**config.mk**
```make
export PLATFORM = sky130hd
export DESIGN_NAME = unidad_busqueda
export DESIGN_NICKNAME = d
export VERILOG_FILES = /design/src/rtl/proc_pkg.sv /design/src/rtl/selector_pc.sv /design/src/rtl/unidad_busqueda.sv
export SDC_FILE = /design/constraint.sdc
export NUM_CORES = 1
export LEC_CHECK = 0
export ABC_CLOCK_PERIOD_IN_PS = 4100
export CORE_ASPECT_RATIO = 0.7
export CORE_MARGIN = 4
export CORE_UTILIZATION = 51
export CTS_BUF_LIST = sky130_fd_sc_hd__clkbuf_8
export DETAILED_ROUTE_END_ITERATION = 12
export PLACE_DENSITY = 0.87
export SYNTH_ARGS = -nofsm -noshare
export SYNTH_HDL_FRONTEND = slang
export SYNTH_SLANG_ARGS = --single-unit
```
**constraint.sdc**
```tcl
create_clock -name clk -period 4.1 [get_ports clk]
set_input_delay 1.23 -clock clk [delete_from_list [all_inputs] [get_ports clk]]
set_output_delay 1.23 -clock clk [all_outputs]
set_load 0.01 [all_outputs]
```
**src/rtl/proc_pkg.sv**
```systemverilog
// Shared definitions for the segmented processor: opcodes, NOP encoding,
// default widths, IF/ID record layout and the fetch-stage PC selection code.
package proc_pkg;

    localparam int unsigned DEF_ADDR_W = 32;
    localparam int unsigned DEF_DATA_W = 32;

    localparam logic [5:0] OPC_JUMP  = 6'b111110;
    localparam logic [5:0] OPC_LOAD  = 6'b100011;
    localparam logic [5:0] OPC_STORE = 6'b101011;
    localparam logic [5:0] OPC_NOT   = 6'b111111;

    localparam logic [DEF_DATA_W-1:0] NOP_WORD = 32'h0000_0000;

    typedef struct packed {
        logic [DEF_DATA_W-1:0] instru;
        logic [DEF_ADDR_W-1:0] pc;
        logic [DEF_ADDR_W-1:0] pc1;
        logic                  valid;
    } if_id_t;

    // Which update the fetch stage performs on the coming edge.
    typedef enum logic [2:0] {
        SEL_SEQ,
        SEL_HOLD,
        SEL_JUMP,
        SEL_BRANCH,
        SEL_FAULT
    } pc_sel_e;

endpackage

```
**src/rtl/selector_pc.sv**
```systemverilog
// Combinational next-PC mux: branch redirect > stall > local jump > sequential.
// With ROM_BOUND_CHECK_EN defined it also decides the sticky fetch fault.
module selector_pc
    import proc_pkg::*;
#(
    parameter int unsigned ADDR_W    = DEF_ADDR_W,
    parameter int unsigned DATA_W    = DEF_DATA_W,
    parameter int unsigned ROM_DEPTH = 32
) (
    input  logic [ADDR_W-1:0] pc_i,
    input  logic [DATA_W-1:0] instru_i,
    input  logic              stall_i,
    input  logic              branch_taken_i,
    input  logic [ADDR_W-1:0] branch_target_i,
`ifdef ROM_BOUND_CHECK_EN
    input  logic              fault_i,
    output logic              fault_o,
`endif
    output logic [ADDR_W-1:0] pc_next_o,
    output pc_sel_e           sel_o
);

    logic [5:0]        opcode;
    logic [15:0]       imm;
    logic [ADDR_W-1:0] pc_plus1;
    logic [ADDR_W-1:0] jump_target;
    logic              unused_ok;

    assign opcode      = instru_i[31:26];
    assign imm         = instru_i[15:0];
    assign pc_plus1    = pc_i + ADDR_W'(1);
    assign jump_target = pc_plus1 + {{(ADDR_W-16){imm[15]}}, imm};

`ifdef ROM_BOUND_CHECK_EN
    logic pc_in_range;
    logic tgt_in_range;

    assign pc_in_range  = pc_i < ADDR_W'(ROM_DEPTH);
    assign tgt_in_range = branch_target_i < ADDR_W'(ROM_DEPTH);
    assign unused_ok    = ^instru_i[25:16];
`else
    assign unused_ok    = ^instru_i[25:16] ^ (ROM_DEPTH == 0);
`endif

    always_comb begin
        pc_next_o = pc_i;
        sel_o     = SEL_HOLD;
`ifdef ROM_BOUND_CHECK_EN
        fault_o   = fault_i;
`endif
        if (branch_taken_i) begin
            sel_o     = SEL_BRANCH;
            pc_next_o = branch_target_i;
`ifdef ROM_BOUND_CHECK_EN
            fault_o   = fault_i && !tgt_in_range;
`endif
        end else if (stall_i) begin
            sel_o = SEL_HOLD;
`ifdef ROM_BOUND_CHECK_EN
        end else if (fault_i || !pc_in_range) begin
            // Out-of-ROM fetch freezes the PC until an in-range redirect.
            sel_o   = SEL_FAULT;
            fault_o = 1'b1;
`endif
        end else if (opcode == OPC_JUMP) begin
            sel_o     = SEL_JUMP;
            pc_next_o = jump_target;
        end else begin
            sel_o     = SEL_SEQ;
            pc_next_o = pc_plus1;
        end
    end

endmodule

```
**src/rtl/unidad_busqueda.sv**
```systemverilog
// Instruction-fetch stage: PC and IF/ID registers; selection lives in selector_pc.
// Optional ROM bound checking (fetch_fault output) under ROM_BOUND_CHECK_EN.
module unidad_busqueda
    import proc_pkg::*;
#(
    parameter int unsigned       ADDR_W    = DEF_ADDR_W,
    parameter int unsigned       DATA_W    = DEF_DATA_W,
    parameter int unsigned       ROM_DEPTH = 32,
    parameter logic [ADDR_W-1:0] RESET_PC  = '0
) (
    input  logic              clk,
    input  logic              reset,
    input  logic              stall,
    input  logic              branch_taken,
    input  logic [ADDR_W-1:0] branch_target,
    input  logic [DATA_W-1:0] instru,
    output logic [ADDR_W-1:0] direinstru,
    output logic [DATA_W-1:0] if_id_instru,
    output logic [ADDR_W-1:0] if_id_pc,
    output logic [ADDR_W-1:0] if_id_pc1,
    output logic              if_id_valid,
    output logic              jump_taken
`ifdef ROM_BOUND_CHECK_EN
    ,
    output logic              fetch_fault
`endif
);

    logic [ADDR_W-1:0] pc_q, pc_d;
    logic [DATA_W-1:0] ifid_instru_q, ifid_instru_d;
    logic [ADDR_W-1:0] ifid_pc_q, ifid_pc_d;
    logic [ADDR_W-1:0] ifid_pc1_q, ifid_pc1_d;
    logic              ifid_valid_q, ifid_valid_d;
    logic              jump_q, jump_d;
    pc_sel_e           sel;

`ifdef ROM_BOUND_CHECK_EN
    logic fault_q, fault_d;
`endif

    selector_pc #(
        .ADDR_W    (ADDR_W),
        .DATA_W    (DATA_W),
        .ROM_DEPTH (ROM_DEPTH)
    ) u_selector_pc (
        .pc_i            (pc_q),
        .instru_i        (instru),
        .stall_i         (stall),
        .branch_taken_i  (branch_taken),
        .branch_target_i (branch_target),
`ifdef ROM_BOUND_CHECK_EN
        .fault_i         (fault_q),
        .fault_o         (fault_d),
`endif
        .pc_next_o       (pc_d),
        .sel_o           (sel)
    );

    always_comb begin
        ifid_instru_d = ifid_instru_q;
        ifid_pc_d     = ifid_pc_q;
        ifid_pc1_d    = ifid_pc1_q;
        ifid_valid_d  = ifid_valid_q;
        jump_d        = (sel == SEL_JUMP);
        unique case (sel)
            SEL_SEQ: begin
                ifid_instru_d = instru;
                ifid_pc_d     = pc_q;
                ifid_pc1_d    = pc_q + ADDR_W'(1);
                ifid_valid_d  = 1'b1;
            end
            SEL_HOLD: ;
            default: begin
                ifid_instru_d = DATA_W'(NOP_WORD);
                ifid_pc_d     = '0;
                ifid_pc1_d    = '0;
                ifid_valid_d  = 1'b0;
            end
        endcase
    end

    always_ff @(posedge clk) begin
        if (reset) begin
            pc_q          <= RESET_PC;
            ifid_instru_q <= DATA_W'(NOP_WORD);
            ifid_pc_q     <= '0;
            ifid_pc1_q    <= '0;
            ifid_valid_q  <= 1'b0;
            jump_q        <= 1'b0;
`ifdef ROM_BOUND_CHECK_EN
            fault_q       <= 1'b0;
`endif
        end else begin
            pc_q          <= pc_d;
            ifid_instru_q <= ifid_instru_d;
            ifid_pc_q     <= ifid_pc_d;
            ifid_pc1_q    <= ifid_pc1_d;
            ifid_valid_q  <= ifid_valid_d;
            jump_q        <= jump_d;
`ifdef ROM_BOUND_CHECK_EN
            fault_q       <= fault_d;
`endif
        end
    end

    assign direinstru   = pc_q;
    assign if_id_instru = ifid_instru_q;
    assign if_id_pc     = ifid_pc_q;
    assign if_id_pc1    = ifid_pc1_q;
    assign if_id_valid  = ifid_valid_q;
    assign jump_taken   = jump_q;
`ifdef ROM_BOUND_CHECK_EN
    assign fetch_fault  = fault_q;
`endif

endmodule

```
== Yosys cells after proc, flatten, opt, wreduce, memory -nomap -nowiden ==
Cells that the tools add are included.
Word-level totals
  bits in registers: 130
  input port bits: 68
  output and inout port bits: 130
  word-level logic and storage cells: 23
Cells by class
  $add $sub $neg: 2
  equality and inequality tests: 4
  mux-type cells: 10
  reduce and logical (&&, ||, !) cells: 1
Operator list (number)
  $pmux 32 s2: 3
  $mux 32: 3
  $add 32x1->32 const B: 1
  $add 32x32->32: 1
  $eq 6x6->1 const B: 1
  $mux 3: 2
  $eq 3x1->1 const B: 1
  $eq 3x2->1 const B: 1
  $logic_not 3->1: 1
  $mux 2: 1
  $ne 2x1->1 const B: 1
  $pmux 1 s2: 1

== Depth between registers and ports, before layout ==
Gate-level depths: netlist (run 1).
  depth after elaboration: 6
  gate-level depth with buffers: 15
  gate-level depth less buffers: 13

== Cells and area by module ==
Synthesis (run 1) repeated with hierarchy kept, for this count alone.
Second synthesis, totals
  cell total of the unflattened synthesis: 1030
  area total of the unflattened synthesis: 8344.3 um2
Modules (own cells, without submodules)
  unidad_busqueda: instances 1, cells an instance 492, area an instance 4858.4 um2, seq. area each 2602.5 um2
  selector_pc: instances 1, cells an instance 538, area an instance 3485.8 um2, seq. area each 0.0 um2

== Worst setup path after synthesis (run 1) ==
OpenSTA, ideal clock, no wires.
  path kind: register to register
  start point: register pc_q[4], in the netlist direinstru[4]
  end point: register pc_q[23], in the netlist direinstru[23]
  setup time: 0.116 ns
  data arrival time: 3.594 ns
  data required time: 3.984 ns
  slack: 0.390 ns
  stages on the path, launching flop included: 15
  buffers on the path: 2
  period minus slack after synthesis: 3.710 ns
  cell sequence: dfxtp_1 buf_2 nand4_1 nor4_1 and2_1 xor2_1 ha_1 clkbuf_1 and4_1 a21oi_1 o221ai_1 a21oi_1 a211oi_1 or4_1 a31o_2
Between the ends
  cells in the longest elaborated chain, start to end: 5
RTL lines
  start, declared: RTL line unidad_busqueda.sv:29  | logic [ADDR_W-1:0] pc_q, pc_d;
  start signal, assigned: RTL line unidad_busqueda.sv:94  | pc_q <= pc_d;
  $add 32x1->32 *: RTL line selector_pc.sv:31  | assign pc_plus1 = pc_i + ADDR_W'(1);
  $add 32x32->32: RTL line selector_pc.sv:32  | assign jump_target = pc_plus1 + {{(ADDR_W-16){imm[15]}}, imm};
  $mux 32 *: RTL line selector_pc.sv:65  | end else if (opcode == OPC_JUMP) begin
  $mux 32 *: RTL line selector_pc.sv:57  | end else if (stall_i) begin
  $mux 32 *: RTL line selector_pc.sv:51  | if (branch_taken_i) begin
Every way passes the cells marked *; elsewhere a longest branch is shown, timed or not. The select of a mux whose other input is x is not followed.
A chain may end at the register's enable or synchronous reset.

== Worst setup path in the final report (run 1) ==
  start point: register pc_q[1], in the netlist direinstru[1]
  end point: register pc_q[31], in the netlist direinstru[31]
Same word-level chain as after synthesis.

==> run metrics, run 1 <==
Total Routing Usage GR 0.319; Final setup viols 0; worst-path maximum fanout 6; Layout Nets 1285; Crit-path slowest cell dfxtp_1; final critical-path required period just under 4 ns; top routing layer in use met5; Die Wd 155 um; share of the synthesized area in the top cell type 0.337; gpl congestion 1.02; global route overflow 0; Clock Path Buffers 2; first-pass GRT wire length between 40000 and 50000 um; synth unique cells 79; initial antenna violation count 1; Setup Skew about 0.013 ns; final worst setup slack 0.202 ns; Slew headroom 0.488; commonest non-fill, non-tap cell in the layout clkdlybuf4s50_1; Worst VDD drop 0.273 mV; Worst-Margin Slew 0.767 ns; Seq/Total Area, Yosys 0.337; Vias 8653; yosys synthesis warning count 0; share of layout cells above drive strength 1 0.121; final hold violations 0; H-tree depth 4; Hold/Removal Path Class reg2reg; Sink Count 130; Port Buf Inserts 197; CP startpoint kind flip-flop; Worst-path clk slew about 0.080 ns; I/O pin count 198; wire length on met2 approximately 11000 um; placed cells around 1400; CP Capture Type flip-flop; Clock Latency Late Sink 0.46 ns; CP Cell Sequence ha_1 -> nand3_1 -> buf_4 -> or2_2 -> nor4_1 -> xor2_1 -> ha_1 -> a21o_1 -> a21o_1 -> a21oi_1 -> nor2_1 -> mux2_4 -> a2111oi_4 -> nand3_1; drt pass-1 iters 6; status completed; Synth Cell Area ~7700 um^2; Met3 Routed Length 4190 um; Metal-1 WL 12700 um; initial core utilization 0.523; max-slew violation count 0; WP buf/inv 1; P&R area growth vs syn 39.2%; Final period util 0.951; Die Span Y between 100 and 150 um; most frequent cells in the layout clkdlybuf4s50_1, dfxtp_1, nor2_1; post-DP HPWL 21700 um; maxcap violations 0; Syn Nets 1051; Worst path max stage delay 0.48 ns; ys async rst share 0; CTS root buffer clkbuf_8; Yosys reg bits 130; EDFF count, synth 0; row count 37; syn avg cell area 8.19 um^2; routed vias/inst 6.25; r2r setup slk 0.20 ns; First DRT Iteration DRCs 1124; area leader, netlist dfxtp_1; CTS tree built; fmax roughly 0.26 GHz; Critical Path AT 4.25 ns; PwrDens 315 nW/um^2; Post-Synthesis Cells 943; DP Worst Slack -0.0697 ns; WL/cell 20.8 um; Area contributors post-synth dfxtp_1, a22oi_1, ha_1, nor2_1, a21oi_1; Final TNS setup 0 ns; Critical Path RT 4.45 ns; largest net degree at the start of global routing 74; total power 3.38 mW; cts bufs inserted 17; Routed WL approximately 29000 um; # hold bufs at CTS 0; # fillers 1102; DIE AREA approximately 17000 um^2; ANT nets after route 0; core region area 14800 um^2; DRC 0; prevailing post-synth register cell dfxtp_1; vias in the first global route 7860; Crit Path Category reg2reg; Top Family by Delay on Critical Path compound AO/OA/AOI/OAI gates; Leak Pwr between 4 and 5 nW; # diodes 0; fin cells roughly 1400
## sequential cells by signal, indices dropped and copies added (netlist names)
signal        flops
direinstru       32
jump_taken        1
if_id_valid       1
if_id_pc1        32
if_id_pc         32
if_id_instru     32
## metal layers
layer  vias to the layer above  global-route usage
li1                       3985                   -
met1                      4035               0.467
met2                       568               0.432
met3                        63               0.113
met4                         2              0.0988
met5                         -              0.0268
## area by class of cell
type | count | area (um^2) | area share
multi-input cells | 727 | 4810 | 0.447
well taps | 195 | 244 | 0.0227
repair buffers | 278 | 2590 | 0.241
flip-flops and latches | 130 | 2600 | 0.242
inverters | 23 | 86.3 | 0.00803
clock buffers | 19 | 262 | 0.0243
clock inverters | 12 | 158 | 0.0147
## per-stage QoR
step / instance area (um^2) / util / hold WS (ns)
2_1_floorplan: 7730 / - / 0.481
3_3_place_gp: 10300 / 0.697 / 0.442
3_5_place_dp: 10300 / 0.697 / 0.450
4_1_cts: 10700 / 0.726 / 0.463
5_1_grt: 10800 / 0.728 / 0.476
6_report: 10800 / 0.728 / 0.463
## worst register-to-register path, cell delays in order (launching register included)
cell and delay [ns]:
dfxtp_1 0.48, ha_1 0.24, nand3_1 0.13, buf_4 0.18
or2_2 0.32, nor4_1 0.27, xor2_1 0.37, ha_1 0.40
a21o_1 0.25, a21o_1 0.22, a21oi_1 0.16, nor2_1 0.06
mux2_4 0.27, a2111oi_4 0.33, nand3_1 0.12
## cell usage after synthesis, types with 6 or more instances
cell / n
a22oi_1: 91
o21bai_1: 7
o22ai_1: 12
dfxtp_1: 130
nor3_1: 19
and3_1: 13
nand4_1: 13
a31oi_1: 10
a21oi_1: 62
nor2_1: 130
nand2_1: 74
xnor2_1: 29
ha_1: 39
o211ai_1: 11
a221oi_1: 12
nor4_1: 6
nand3_1: 21
a21o_1: 20
xor2_1: 20
inv_1: 23
o21ai_0: 28
and4_1: 6
clkbuf_1: 56
and2_1: 8
## timing repair
| item | 4_1_cts | 5_1_grt |
|---|---|---|
| endpoints found under the setup margin | 0 | 3 |
| setup buffers | 0 | 2 |
| gates resized for setup | 0 | 3 |
## logic make-up after synthesis
logic type | synth area share
AO/OA/AOI/OAI | 0.286
XOR/XNOR | 0.0585
adder cells (fa/ha/maj) | 0.0657
buffers and inverters | 0.0449
flip-flops | 0.337
multiplexers | 0.00729
AND/OR/NAND/NOR | 0.201
## power by group
part | switching (mW) | internal, mW
Clock | 0.561 | 0.633
Combinational | 0.455 | 0.377
Sequential | 0.0525 | 1.31
## path summary, 6_finish.rpt
path,from,end,cells past startpoint
max,direinstru[1],direinstru[31],14
min,if_id_pc1[17],if_id_pc1[17],2
max reg2reg,direinstru[1],direinstru[31],14
min reg2reg,if_id_pc1[17],if_id_pc1[17],2
(Power assumes the default switching activity.)
==> inputs of run 2 (changes only) <==
--- a/config.mk
+++ b/config.mk
@@ -12,6 +12,7 @@
 export CTS_BUF_LIST = sky130_fd_sc_hd__clkbuf_8
 export DETAILED_ROUTE_END_ITERATION = 12
 export PLACE_DENSITY = 0.87
+export RECOVER_POWER = 100
 export SYNTH_ARGS = -nofsm -noshare
 export SYNTH_HDL_FRONTEND = slang
 export SYNTH_SLANG_ARGS = --single-unit
==> run 2 against run 1 <==
Net effect: utilization is 0.25 points lower; global-route usage stayed put; sequential share of layout area is 0.082 points higher; count of clock-buffer cells in the layout stayed put; register-to-register slack worse by 0.03 ns; critical path type unchanged.
==> run metrics, run 2 (synthesis results as in run 1) <==
status completed; # fillers 1116 (+1.3%); Switching Fraction 0.316 (about the same); Flop pwr share 0.404 (+0.003); initial core utilization 0.523 (unchanged); DRC 0 (unchanged); Clock Path Buffers 2 (unchanged); P&R area growth vs syn 38.7%; global route overflow 0 (unchanged); gpl congestion 1.02 (unchanged); First DRT Iteration DRCs 1224 (+8.9%); WHS Endpoint if_id_pc1[30]; Worst VDD drop 0.271 mV (-0.72%); r2r setup slk 0.17 ns (-0.03 ns); Leak Pwr 4.67 nW (+8.4%); CTS tree built; CP startpoint kind flip-flop; Worst-Margin Slew 1.17 ns (+0.401 ns); DIE AREA 17200 um^2 (unchanged); Worst-path clk slew 0.08 ns (about the same); Slew headroom 0.221 (-0.267); Layout Nets 1285 (unchanged); largest net degree at the start of global routing 74 (unchanged); Worst R2R Path Depth 14 (unchanged); Final period util 0.958 (+0.00702); fin area 10700 um^2 (-0.34%); drt pass-1 iters 6 (unchanged); proportion of power drawn by the clock network 0.354 (about the same); first-pass GRT wire length 43600 um (unchanged); initial antenna violation count 1 (unchanged); worst-path maximum fanout 6 (unchanged); PwrDens 313 nW/um^2 (-0.53%); Comb power frac 0.241 (-0.005); worst flop-to-flop path startpoint direinstru[1]; Die Wd 155 um (unchanged); maxcap violations 0 (unchanged); Routed WL 28600 um (-0.45%); # hold bufs at CTS 0 (unchanged); total power 3.36 mW (-0.87%); Net Switching 1.06 mW (-0.80%); final hold violations 0 (unchanged); most frequent cells in the layout dfxtp_1, nor2_1, dlygate4sd3_1; fmax 0.255 GHz (-0.73%); Placed Area 10300 um^2 (unchanged); final critical-path required period 3.93 ns (+0.0288 ns); end of the worst register-to-register path direinstru[31]; Crit Path Category reg2reg; core region area 14800 um^2 (unchanged); Die Span Y 111 um (unchanged); Final TNS setup 0 ns (unchanged); CTS root buffer clkbuf_8; Sink Count 130 (unchanged); commonest non-fill, non-tap cell in the layout dfxtp_1; vias in the first global route 7860 (unchanged); # diodes 0 (unchanged); Critical Path AT 4.27 ns (+0.02 ns); share of layout cells above drive strength 1 0.114 (-0.00673); Final setup viols 0 (unchanged); ANT nets after route 0 (unchanged); max-slew violation count 0 (unchanged); Vias 8644 (-0.10%); Clock Latency Late Sink 0.46 ns (about the same); cell-internal power 2.30 mW (-0.90%); row count 37 (unchanged); CP Capture Type flip-flop; H-tree depth 4 (unchanged); min-delay src if_id_pc1[30]; post-layout util 0.726 (-0.00246); Hold/Removal Path Class reg2reg; cts bufs inserted 17 (unchanged); I/O pin count 198 (unchanged); Critical Path RT 4.45 ns (about the same); Port Buf Inserts 197 (unchanged); routed vias/inst 6.25 (-0.10%); hold depth 2 (unchanged); Total Routing Usage GR 0.319 (unchanged); post-DP HPWL 21700 um (unchanged); Setup Skew 0.0110 ns (-0.00242 ns); WL/cell 20.7 um (-0.45%)
[run 2: cell types whose count changed in the layout (fill, tap and decap cells not counted), sizes merged]
cell / previous run / this run
dlygate4sd3: 0 / 129
buf: 82 / 74
clkdlybuf4s50: 196 / 67
clkbuf: 19 / 27
[run 2: cell type report]
type	instances	area [um^2]	share of cell area
Multi-Input combinational cell	727	4800	0.448
Sequential cell	130	2600	0.243
Timing Repair Buffer	278	2560	0.239
Clock buffer	19	262	0.0244
Tap cell	195	244	0.0228
Clock inverter	12	158	0.0147
Inverter	23	86.3	0.00806
[run 2: metal layers]
| layer | global-route usage | wire, um | up-vias |
|---|---|---|---|
| met4 | 0.0988 | 562 | 2 |
| met2 | 0.432 | 11300 | 560 |
| met1 | 0.467 | 12700 | 4030 |
| li1 | - | - | 3992 |
| met3 | 0.113 | 4070 | 60 |
| met5 | 0.0268 | 7 | - |
[run 2: metrics by stage]
step           setup slack [ns]  instances  hold WS, ns
2_1_floorplan             0.390        943        0.481
3_3_place_gp             0.0144       1351        0.442
3_5_place_dp            -0.0697       1351        0.450
4_1_cts                   0.248       1382        0.463
5_1_grt                 -0.0210       1384        0.473
6_report                  0.173       1384        0.459
[run 2: worst max-delay path by stage]
stage	startpoint	end	depth (start not counted)
floorplan	direinstru[4]	direinstru[23]	14
global placement	instru[0]	direinstru[28]	11
detailed placement	instru[0]	direinstru[28]	11
CTS	direinstru[1]	direinstru[30]	14
global route	direinstru[1]	direinstru[30]	14
finish	direinstru[1]	direinstru[31]	14
[run 2: power by group through the flow]
| stage | sequential [mW] | combinational, mW | clock [mW] |
|---|---|---|---|
| after global routing | 1.36 | 0.868 | 1.25 |
| after global placement | 1.38 | 0.798 | 0 |
| after detailed placement | 1.38 | 0.805 | 0 |
| final | 1.36 | 0.810 | 1.19 |
| after floorplan | 1.40 | 0.426 | 0 |
| after CTS | 1.35 | 0.811 | 1.19 |
[run 2: critical path: stages, from the launching register on]
cell and delay [ns]:
dfxtp_1 0.48, ha_1 0.24, nand3_1 0.13, buf_4 0.18, or2_2 0.32, nor4_1 0.28
xor2_1 0.38, ha_1 0.40, a21o_1 0.25, a21o_1 0.21, a21oi_1 0.16, nor2_1 0.06
mux2_4 0.30, a2111oi_4 0.32, nand3_1 0.11
[run 2: what timing repair did]
| item | CTS | global route |
|---|---|---|
| gates resized for setup | 0 | 3 |
| endpoints found under the hold margin | 0 | 0 |
| setup endpoints to repair | 0 | 3 |
| setup buffers | 0 | 2 |
==> inputs of run 3 (changes only) <==
--- a/config.mk
+++ b/config.mk
@@ -11,8 +11,10 @@
 export CORE_UTILIZATION = 51
 export CTS_BUF_LIST = sky130_fd_sc_hd__clkbuf_8
 export DETAILED_ROUTE_END_ITERATION = 12
+export MAX_ROUTING_LAYER = met4
 export PLACE_DENSITY = 0.87
 export RECOVER_POWER = 100
+export REMOVE_ABC_BUFFERS = 1
 export SYNTH_ARGS = -nofsm -noshare
 export SYNTH_HDL_FRONTEND = slang
 export SYNTH_SLANG_ARGS = --single-unit
==> run 3 against run 2 <==
Net effect: final area grew 0.32%; sequential power is essentially flat; total power decreased by 0.38%; maximum frequency increased by 1.4%; routed wire length fell by 0.25%; via count is 0.56% lower; flip-flop and latch count unchanged; hold slack worse by 0.0034 ns; critical path type unchanged; largest power group unchanged; highest routed layer is now met4.
==> run metrics, run 3 (synthesis results as in run 1) <==
Met3 Routed Length 3550 um (-13%); DRC 0 (unchanged); Sink Count 130 (unchanged); Clock Latency Late Sink 0.45 ns (about the same); Routed WL 28500 um (-0.25%); Layout Nets 1284 (-0.078%); Die Span Y 111 um (unchanged); Worst-Margin Slew 1.20 ns (+0.0351 ns); Crit Path Category reg2reg; Placed Area 10300 um^2 (+0.36%); min-delay src if_id_pc1[29]; I/O pin count 198 (unchanged); Setup Skew 0.0167 ns (+0.00575 ns); CTS tree built; WHS Endpoint if_id_pc1[29]; Vias 8596 (-0.56%); Worst VDD drop 0.236 mV (-13%); ANT nets after route 0 (unchanged); Metal-1 WL 12900 um (+1.7%); RSZ-0062 raised after global routing yes; Slew headroom 0.195 (-0.0264); initial antenna violation count 0 (-1); first-pass GRT wire length 44600 um (+2.3%); DIE AREA 17200 um^2 (unchanged); Hold/Removal Path Class reg2reg; Critical Path RT 4.44 ns (about the same); status completed; CP startpoint kind flip-flop; WL/cell 20.6 um (-0.25%); share of layout cells above drive strength 1 0.117 (+0.00252); Final period util 0.945 (-0.0131); P&R area growth vs syn 39.1%; Worst-path clk slew 0.09 ns (about the same); # hold bufs at CTS 0 (unchanged); Clock Path Buffers 2 (unchanged); Die Wd 155 um (unchanged); Worst Setup SP direinstru[1]; Post-Route Hold Slack 0.456 ns (-0.00344 ns); initial core utilization 0.523 (unchanged); end of the worst register-to-register path direinstru[23]; Critical Path AT 4.21 ns (-0.06 ns); global route overflow 0 (unchanged); fin cells 1384 (unchanged); fmax 0.258 GHz (+1.4%); First DRT Iteration DRCs 995 (-19%); # diodes 0 (unchanged); hold depth 2 (unchanged); core region area 14800 um^2 (unchanged); drt pass-1 iters 6 (unchanged); max-slew violation count 0 (unchanged); worst-path maximum fanout 6 (unchanged); placed cells 1351 (unchanged); Final setup viols 0 (unchanged); Leak Pwr 4.65 nW (-0.51%); Total Routing Usage GR 0.331 (+0.0116); gpl congestion 1.01 (-1.0%); CTS root buffer clkbuf_8; worst flop-to-flop path startpoint direinstru[1]; Port Buf Inserts 197 (unchanged); maxcap violations 0 (unchanged); largest net degree at the start of global routing 78 (+5.4%); H-tree depth 4 (unchanged); final hold violations 0 (unchanged); top routing layer in use met4; PwrDens 311 nW/um^2 (-0.69%); Worst R2R Path Depth 13 (-1); wire length on met2 11600 um (+2.9%); post-DP HPWL 21200 um (-2.4%); fin area 10700 um^2 (+0.32%); commonest non-fill, non-tap cell in the layout nor2_1; cts bufs inserted 17 (unchanged); routed vias/inst 6.21 (-0.56%); row count 37 (unchanged); most frequent cells in the layout nor2_1, dfxtp_1, dlygate4sd3_1; CP Capture Type flip-flop; final critical-path required period 3.87 ns (-0.0536 ns); r2r setup slk 0.23 ns (+0.05 ns); vias in the first global route 8219 (+4.6%)
## run 3: metrics by stage
step / setup slack (ns) / util / total power, mW / TNS [ns]
final: 0.227 / 0.728 / 3.34 / 0
after global placement: 0.0277 / 0.700 / 2.17 / 0
after CTS: 0.212 / 0.728 / 3.35 / 0
after detailed placement: -0.0274 / 0.700 / 2.18 / -0.0468
after global routing: -0.0303 / 0.728 / 3.48 / -0.0303
after floorplan: -3.58 / - / 1.79 / -373.81
## run 3: worst max-delay path by stage
| stage | end | slack, ns | cells past startpoint |
|---|---|---|---|
| 2_1_floorplan | direinstru[22] | -3.58 | 5 |
| 3_3_place_gp | direinstru[30] | 0.03 | 10 |
| 3_5_place_dp | direinstru[28] | -0.03 | 11 |
| 4_1_cts | direinstru[30] | 0.21 | 14 |
| 5_1_grt | direinstru[23] | -0.03 | 13 |
| 6_report | direinstru[23] | 0.23 | 13 |
## run 3: area by class of cell
cell class | count | area, um^2
multi-input cells | 727 | 4790
fillers | 1154 | 4020
repair buffers | 277 | 2610
flip-flops and latches | 130 | 2600
well taps | 195 | 244
clock buffers | 17 | 234
clock inverters | 15 | 183
inverters | 23 | 86.3
## run 3: worst max-delay path, cell delays in order (launching register included)
cell      delay (ns)
dfxtp_1         0.45
ha_1            0.23
nand3_1         0.15
buf_4           0.21
nor3_1          0.17
xor2_1          0.32
ha_1            0.36
a211oi_1        0.25
nor2_1          0.10
o31a_1          0.28
o211ai_1        0.40
a211oi_1        0.17
or4_1           0.42
a31o_2          0.24
## run 3: power breakdown
group	switching, mW	total (mW)	leakage (nW)	internal (mW)
clock network	0.571	1.18	0.205	0.608
logic	0.436	0.804	3.38	0.368
registers	0.0537	1.36	1.06	1.31
## run 3: layer usage
layer / vias to the layer above / track usage
met3: 54 / 0.0972
met1: 4033 / 0.477
met4: 0 / 0.0829
li1: 3986 / -
met2: 523 / 0.451
met5: - / -
## run 3: timing repair
action / in CTS / in global routing
buffers inserted: 0 / 1
gates resized for setup: 0 / 3
setup endpoints to repair: 0 / 4
